File: src/rtl/parity_frame_rx.sv
// ---------------------------------------------------------------------------
// parity_frame_rx
//
// Receives one serial frame per bit_en-paced bit stream. A frame is a start
// bit (0), DATA_W data bits sent LSB first, a parity bit and a stop bit (1).
// rx_in is sampled only in cycles where bit_en is high, so the block can be
// paced by any baud-rate strobe, including one that is tied high.
//
// When the stop bit is sampled:
//   - the received word is published on data_out,
//   - parity_err reports a parity mismatch for the configured parity mode,
//   - frame_err reports a stop bit sampled as 0,
//   - data_valid pulses high for exactly one clock cycle.
// These results hold until the next completed frame.
//
// Parameters
//   DATA_W     data bits per frame (2..16)
//   ODD        parity mode: 0 = even parity, 1 = odd parity
//
// Ports
//   clk        clock; all state changes on the rising edge
//   rst_n      asynchronous active-low reset
//   bit_en     bit strobe; rx_in is sampled only when this is 1
//   rx_in      serial input line, idle high
//   data_out   last received data word
//   data_valid one-cycle pulse marking a completed frame
//   parity_err parity check result of the last frame (1 = mismatch)
//   frame_err  stop-bit check result of the last frame (1 = stop bit was 0)
//   busy       high while a frame is in progress (state is not IDLE)
// ---------------------------------------------------------------------------
module parity_frame_rx #(
    parameter int DATA_W = 8,
    parameter int ODD    = 0
) (
    input  logic              clk,
    input  logic              rst_n,
    input  logic              bit_en,
    input  logic              rx_in,
    output logic [DATA_W-1:0] data_out,
    output logic              data_valid,
    output logic              parity_err,
    output logic              frame_err,
    output logic              busy
);

    // Counter only has to index data bits 0..DATA_W-1.
    localparam int CNT_W = (DATA_W > 1) ? $clog2(DATA_W) : 1;
    localparam logic [CNT_W-1:0] LAST_BIT = CNT_W'(DATA_W - 1);
    localparam logic ODD_BIT = (ODD != 0);

    typedef enum logic [1:0] {
        IDLE   = 2'd0,
        DATA   = 2'd1,
        PARITY = 2'd2,
        STOP   = 2'd3
    } state_t;

    state_t            state_q,      state_d;
    logic [CNT_W-1:0]  cnt_q,        cnt_d;
    logic [DATA_W-1:0] shift_q,      shift_d;
    logic              par_bit_q,    par_bit_d;
    logic [DATA_W-1:0] data_out_q,   data_out_d;
    logic              data_valid_q, data_valid_d;
    logic              parity_err_q, parity_err_d;
    logic              frame_err_q,  frame_err_d;
    logic              busy_q,       busy_d;

    // Next-state and next-output computation. Everything holds by default;
    // data_valid defaults low so it can never be stretched by idle cycles.
    always_comb begin
        state_d      = state_q;
        cnt_d        = cnt_q;
        shift_d      = shift_q;
        par_bit_d    = par_bit_q;
        data_out_d   = data_out_q;
        data_valid_d = 1'b0;
        parity_err_d = parity_err_q;
        frame_err_d  = frame_err_q;

        if (bit_en) begin
            unique case (state_q)
                IDLE: begin
                    // A 0 on an idle strobe is a start bit.
                    if (!rx_in) begin
                        state_d = DATA;
                        cnt_d   = '0;
                        shift_d = '0;
                    end
                end

                DATA: begin
                    // Data arrives LSB first, so the bit index is the count.
                    shift_d[cnt_q] = rx_in;
                    if (cnt_q == LAST_BIT) begin
                        state_d = PARITY;
                        cnt_d   = '0;
                    end else begin
                        cnt_d = cnt_q + CNT_W'(1);
                    end
                end

                PARITY: begin
                    par_bit_d = rx_in;
                    state_d   = STOP;
                end

                STOP: begin
                    // A 0 here is a framing error, never a new start bit;
                    // the next start is only looked for from IDLE.
                    state_d      = IDLE;
                    data_out_d   = shift_q;
                    data_valid_d = 1'b1;
                    frame_err_d  = ~rx_in;
                    // Data XOR parity bit must equal the mode bit: 0 for even
                    // parity, 1 for odd parity.
                    parity_err_d = ((^shift_q) ^ par_bit_q) != ODD_BIT;
                end

                default: state_d = IDLE;
            endcase
        end

        // busy is registered from the next state so it tracks state_q exactly.
        busy_d = (state_d != IDLE);
    end

    // Single state register for the FSM, datapath and all outputs.
    always_ff @(posedge clk or negedge rst_n) begin
        if (!rst_n) begin
            state_q      <= IDLE;
            cnt_q        <= '0;
            shift_q      <= '0;
            par_bit_q    <= 1'b0;
            data_out_q   <= '0;
            data_valid_q <= 1'b0;
            parity_err_q <= 1'b0;
            frame_err_q  <= 1'b0;
            busy_q       <= 1'b0;
        end else begin
            state_q      <= state_d;
            cnt_q        <= cnt_d;
            shift_q      <= shift_d;
            par_bit_q    <= par_bit_d;
            data_out_q   <= data_out_d;
            data_valid_q <= data_valid_d;
            parity_err_q <= parity_err_d;
            frame_err_q  <= frame_err_d;
            busy_q       <= busy_d;
        end
    end

    assign data_out   = data_out_q;
    assign data_valid = data_valid_q;
    assign parity_err = parity_err_q;
    assign frame_err  = frame_err_q;
    assign busy       = busy_q;

endmodule

File: config.mk
export PLATFORM = sky130hd
export DESIGN_NAME = parity_frame_rx
export DESIGN_NICKNAME = d
export VERILOG_FILES = /design/src/rtl/parity_frame_rx.sv
export SDC_FILE = /design/constraint.sdc
export NUM_CORES = 1
export LEC_CHECK = 0
export ABC_CLOCK_PERIOD_IN_PS = 3420
export CORE_ASPECT_RATIO = 1.25
export CORE_UTILIZATION = 55
export DETAILED_ROUTE_END_ITERATION = 6
export PLACE_DENSITY_LB_ADDON = 0.25
export SLEW_MARGIN = 20
export SYNTH_ARGS = -nofsm -noshare
export SYNTH_HDL_FRONTEND = slang
export SYNTH_SLANG_ARGS = --single-unit
File: constraint.sdc
create_clock -name clk -period 3.42 [get_ports clk]
set_input_delay 0.684 -clock clk [delete_from_list [all_inputs] [get_ports clk]]
set_output_delay 0.684 -clock clk [all_outputs]
set_load 0.02 [all_outputs]
==> results.json <==
{
  "synth-async-reset-ratio_pct": 100.0,
  "setup_tns_ps": 0,
  "ctsResizeCount": 0,
  "period_share_pct": 57.67,
  "clk_pin_slew_ps": 140,
  "routedWlPerCell_um": 13.68,
  "core_area_mm2": 0.002049,
  "cp.required_ps": 2740,
  "clock-sinks": 26,
  "ys_types": 31,
  "p_leak_nw": 0.6476,
  "yosysTopAreaCellShare_pct": 52.79,
  "drc": 0,
  "synth_largest_area_cell": "dfrtp_1",
  "ant_nets": 0,
  "cp_slowest_stage_delay_ps": 600,
  "placed_area_mm2": 0.001379,
  "syn_avg_cell_area_um2": 11.10,
  "synth_edf_count": 0,
  "finalWorstSetupSlack_ps": 1448,
  "layout-drive-gt1-share_pct": 13.71,
  "final_cell_mix": "26 x dfrtp_1, 15 x clkdlybuf4s50_1, 11 x o21ai_0, 9 x nand2_1, 7 x mux2_2",
  "postLayoutCoreUtil_pct": 69.05,
  "cts_setup_buffers": 0,
  "vias": 839,
  "max-vdd-ir-drop_v": 0.0004741,
  "clock_path_buffers": 2,
  "antenna_found_initial": 0,
  "numPortBuffers": 15,
  "row_count": 18,
  "synth_cells": 111,
  "crit_path_end_kind": "primary output",
  "num_antenna_cells": 0,
  "hp-start": "data_out[5]$_DFFE_PN0P_",
  "post-place-ws_ps": 1225,
  "dieHeight_um": 54.93,
  "routed_wl_um": 2106,
  "worst_slew_pin_slew_ps": 424.8,
  "finClkSkew_ps": 8.045,
  "setup_viol_count_final": 0,
  "crit_family": "buffers and inverters",
  "grt_max_degree": 27,
  "htree_levels": 1,
  "hpwl_um": 1483,
  "num-nets-final": 131,
  "die_x_um": 44.34,
  "viasPerCell": 5.448,
  "slew_violations": 0,
  "setup.worst_path.start": "data_out[3]$_DFFE_PN0P_",
  "max-slew-margin-rel_pct": 71.68,
  "cts_tree": "yes",
  "seq_area_frac_synth_pct": 52.79,
  "ys_seq_elements": 26,
  "max_freq_mhz": 507.0,
  "post-route-min-period_ps": 1972,
  "ios": 16,
  "ys_warn_count": 0,
  "design_area_mm2": 0.001415,
  "maxCapViolCount": 0,
  "ctsHoldBuffers": 0,
  "drtIter0Drc": 16,
  "grt_pass1_vias": 788,
  "hold_viol": 0,
  "start_util_pct": 60.13,
  "clkLatencyLatePin_ps": 320,
  "grt_util_all_layers_pct": 19.68,
  "min_path_type": "reg2reg",
  "die-area_mm2": 0.002435,
  "power.density_mw_per_mm2": 860.5,
  "status": "completed",
  "cts_buffers": 3,
  "synthesis.area_mm2": 0.001232,
  "cp.buffers_inverters": 1,
  "syn_nets": 117,
  "gp_congestion": 0.8408,
  "crit_chain": "clkdlybuf4s50_1",
  "arrival_ps": 1290,
  "crit_fanout": 2,
  "r2r-start": "cnt_q[0]$_DFFE_PN0P_",
  "rsz0062_at_grt": "false",
  "synth.area.top_cells": "dfrtp_1 53%, mux2_2 6.4%, o21ai_0 4.5%",
  "ys.flop_type": "dfrtp_1",
  "area_growth_syn_to_layout_pct": 14.82,
  "setup.worst_path.start_class": "register",
  "final_common_cell": "dfrtp_1",
  "cts_root_buf": "clkbuf_4",
  "worst-setup-path-type": "reg2out",
  "grt_remaining_overflow": 0,
  "grt_pass1_wl_um": 3477,
  "cp_slowest_cell": "clkdlybuf4s50_1",
  "dr.pass1.iters": 4
}
## synth_stat cells (2+ instances only)
cell	number
a21oi_1	3
a22o_1	4
buf_2	3
buf_6	2
dfrtp_1	26
ha_1	2
inv_1	5
mux2_2	7
nand2_1	9
nand2b_1	2
nand3b_1	2
nor2_1	6
o21a_1	3
o21ai_0	11
o21ai_1	5
o22ai_1	2
xnor2_1	4
xor2_1	2
## per-stage QoR
stage / instances / hold slack, ps / power, mW
3_3_place_gp: 150 / 460.6 / 1.041
4_1_cts: 154 / 499.5 / 1.224
3_5_place_dp: 150 / 469.3 / 1.073
5_1_grt: 154 / 530.6 / 1.296
2_1_floorplan: 111 / 388.4 / 0.9258
6_report: 154 / 493.5 / 1.218
## power breakdown
group          internal (mW)  total, mW  switching (mW)
Clock                 0.0651      0.152          0.0873
Sequential             0.411      0.533           0.122
Combinational          0.293      0.533           0.240
## kinds of logic (layout without fill, tap and decap cells)
kind of cell             Yosys count  after routing  share of synthesized area (%)
multiplexers                       7              7                          6.396
AO/OA/AOI/OAI                     32             32                          16.24
XOR/XNOR                           7              7                          6.091
flip-flops                        26             26                          52.79
AND/OR/NAND/NOR                   25             25                          10.96
adder cells (fa/ha/maj)            2              2                          2.030
buffers and inverters             12             25                          5.482
## per-layer routing
metal | part of all wire [%] | up-vias | wire, um | GRT usage, %
met3 | 2.8 | 2 | 58 | 2.597
met5 | 0 | - | 0 | 0
met2 | 55 | 21 | 1155 | 34.31
met4 | 0.66 | 0 | 14 | 9.596
met1 | 42 | 402 | 876 | 24.14
li1 | - | 414 | - | -
## cell type report
cell class,instances,area [um2]
Sequential cell,26,650.6
Tap cell,30,37.54
Inverter,5,18.77
Timing Repair Buffer,16,157.7
Multi-Input combinational cell,73,514.2
Clock buffer,4,36.28
Fill cell,160,634.4
## flip-flops by register name (all words and copies together), names as in the netlist
name and cells:
par_bit_q 1, cnt_q 3, data_valid 1, busy 1
shift_q 8, parity_err 1, data_out 8, state_q 2
frame_err 1
## final timing paths
check,to,slack [ps],cells after the start
max reg2reg,busy$_DFF_PN0_,1640,5
max,data_out[3],1450,1
min in group asynchronous,data_out[5]$_DFFE_PN0P_,700,2
min,data_out[5]$_DFFE_PN0P_,490,2
max in group asynchronous,busy$_DFF_PN0_,2480,2
min reg2reg,data_out[5]$_DFFE_PN0P_,490,2
Power figures use the tool's default switching activity.
==> RTL change, RTL diff (config.mk and constraints unchanged) <==
Register the output `parity_err` once more, cleared by the reset; this adds one clock of latency there. The other outputs are not delayed to match.
--- a/src/rtl/parity_frame_rx.sv
+++ b/src/rtl/parity_frame_rx.sv
@@ -151,7 +151,13 @@
 
     assign data_out   = data_out_q;
     assign data_valid = data_valid_q;
-    assign parity_err = parity_err_q;
+    always_ff @(posedge clk or negedge rst_n) begin
+        if (!rst_n) begin
+            parity_err <= '0;
+        end else begin
+            parity_err <= parity_err_q;
+        end
+    end
     assign frame_err  = frame_err_q;
     assign busy       = busy_q;
 
Check against the original RTL: same outputs for any inputs over 10 cycles, from zero or initial values and one cycle with rst_n low; that may be too few to reach the edited logic, so the function may still have changed.
==> RTL change against the original RTL <==
Maximum frequency fell by 1.2%; worst hold slack worse by 0.10 ns; sequential share of layout area rose by 1.3 points; sequential cell count is 1 higher; total power decreased by 0.20%; die area is 2.0% higher; setup slack got worse by 0.024 ns; area after synthesis increased by 2.1%; largest power group unchanged; critical path type unchanged; count of clock-buffer cells in the layout unchanged; final area up 0.97%; wire length rose by 1.0%.
==> RTL change: results (changes against the original RTL) <==
- The initial DRC count is 16 (unchanged).
- The arrival time at the worst endpoint is 1.31 ns (+0.02 ns).
- The synthesized net count came to 119 (+1.7%).
- The total global-route track usage is 0.218 (+0.0212).
- The maximum ir drop on the vdd rail was 469 µV (-0.99%).
- The count of instances resized after the clock tree is built is 0 (unchanged).
- The number of antenna repair diodes is 0 (unchanged).
- The initial antenna violation count came to 0 (unchanged).
- The first-pass iteration count of the detailed router came to 4 (unchanged).
- The via count came to 867 (+3.3%).
- The proportion of synthesized area in mux cells was 0.0626 (-0.00134).
- The layout filler cell count is 185 (+16%).
- The power attributed to combinational cells is 0.000523 W (-2%).
- The synthesized netlist cell count is 113 (+1.8%).
- By count the netlist is led by dfrtp_1 (27), nand2_1 (10), o21ai_0 (10), mux2_2 (7), o21ai_1 (7).
- The clock transition time at the flip-flop clock pins of the worst setup and hold paths is 0.14 ns (about the same).
- The wire length after detailed routing is 2.13 mm (+1.0%).
- The final net count is 133 (+1.5%).
- The largest net degree at the start of global routing is 28 (+3.7%).
- The placement-stage worst setup slack is 1.31 ns (+0.0826 ns).
- The sequential cell area fraction in the yosys report was 0.537 (+0.00886).
- The number of post-CTS setup repair buffers is 0 (unchanged).
- The via count of the first global-routing pass is 858 (+8.9%).
- The share of post-route cells with drive strength above 1 is 0.127 (-0.0101).
- The parity-gate share of the synthesized area counting xor and xnor cells is 0.0596 (-0.00127).
- The final weighted congestion of routability-driven global placement is 0.807 (-4.0%).
- The power dissipated in the clock network is 0.000139 W (-9%).
- The switching share of power is 0.372 (+0.00332).
- The clock skew is 0.00520 ns (-0.00285 ns).
- The distinct cell type count after synthesis was 30 (-3.2%).
- The largest driver fanout on the critical path is 2 (unchanged).
- The synthesized-area fraction occupied by ao, oa, aoi and oai cells came to 0.156 (-0.00637).
- The worst-skew pair later-pin latency is 0.33 ns.
- By area the synthesized netlist is led by dfrtp_1 (54%), mux2_2 (6.3%), o21ai_0 (4.0%), nand2_1 (3.0%), o21ai_1 (2.8%).
- The TritonCTS buffer count came to 3 (unchanged).
- The static leakage is 0.656 nW (+1.2%).
- The placed instance area is 1400 µm² (+1.7%).
- The clock root buffer master is clkbuf_4.
- The half-perimeter wire length after placement is 1.53 mm (+3.4%).
- The adder-cell share of the synthesized area is 0.0199 (-0.000424).
- The actual transition at the worst max-transition pin is 0.402 ns (-0.0232 ns).
- The count of placed standard cells including taps came to 153 (+2.0%).
- The final standard cell count with taps included and fillers excluded came to 157 (+1.9%).
- The first-pass GRT wire length is 3.91 mm (+13%).
- The flow ran to the end, and the final reports show no timing, DRC or antenna violations.
## RTL change: changes by cell type after synthesis, sizes merged
cell / delta
a22o: -1
dfrtp: +1
nand2: +1
nand2b: +1
nor2: -1
o21ai: +1
## RTL change: path summary, 6_finish.rpt
check | to | start | cells past startpoint | slack [ns]
worst max register to register | busy | cnt_q[0] | 6 | 1.74
worst min-delay path | parity_err | parity_err_q | 0 | 0.39
max in group asynchronous | cnt_q[0] | rst_n | 2 | 2.47
min in group asynchronous | data_out[7] | rst_n | 2 | 0.70
worst max-delay path | data_out[2] | data_out[2] | 1 | 1.42
worst min register to register | parity_err | parity_err_q | 0 | 0.39
## RTL change: through the flow
stage,util,power (W)
floorplan,-,0.000947
global placement,0.641,0.00106
detailed placement,0.641,0.00109
CTS,0.653,0.00122
global route,0.653,0.00131
finish,0.653,0.00122
## RTL change: routing by layer
layer	wire length [µm]	up-vias	GRT usage
met5	0	-	0
met4	40	0	0.117
met3	75	4	0.0229
met2	1090	21	0.336
met1	918	423	0.296
li1	-	419	-
## RTL change: cell families after synthesis
logic type	after synthesis
AO/OA/AOI/OAI	32
flip-flops	27
AND/OR/NAND/NOR	26
buffers and inverters	12
XOR/XNOR	7
multiplexers	7
adder cells (fa/ha/maj)	2
## RTL change: area by class of cell
| type | instances | area, µm² | area share |
|---|---|---|---|
| flip-flops and latches | 27 | 676 | 0.473 |
| multi-input cells | 74 | 509 | 0.356 |
| repair buffers | 16 | 158 | 0.110 |
| well taps | 31 | 38.8 | 0.0271 |
| clock buffers | 4 | 26.3 | 0.0184 |
| inverters | 5 | 21.3 | 0.0149 |
## RTL change: worst register-to-register path: cells and delay by family (launching register included)
kind,cells,cell delay [ns]
flops,1,0.61
fa+ha+maj,2,0.41
simple gates,2,0.38
compound gates,2,0.18
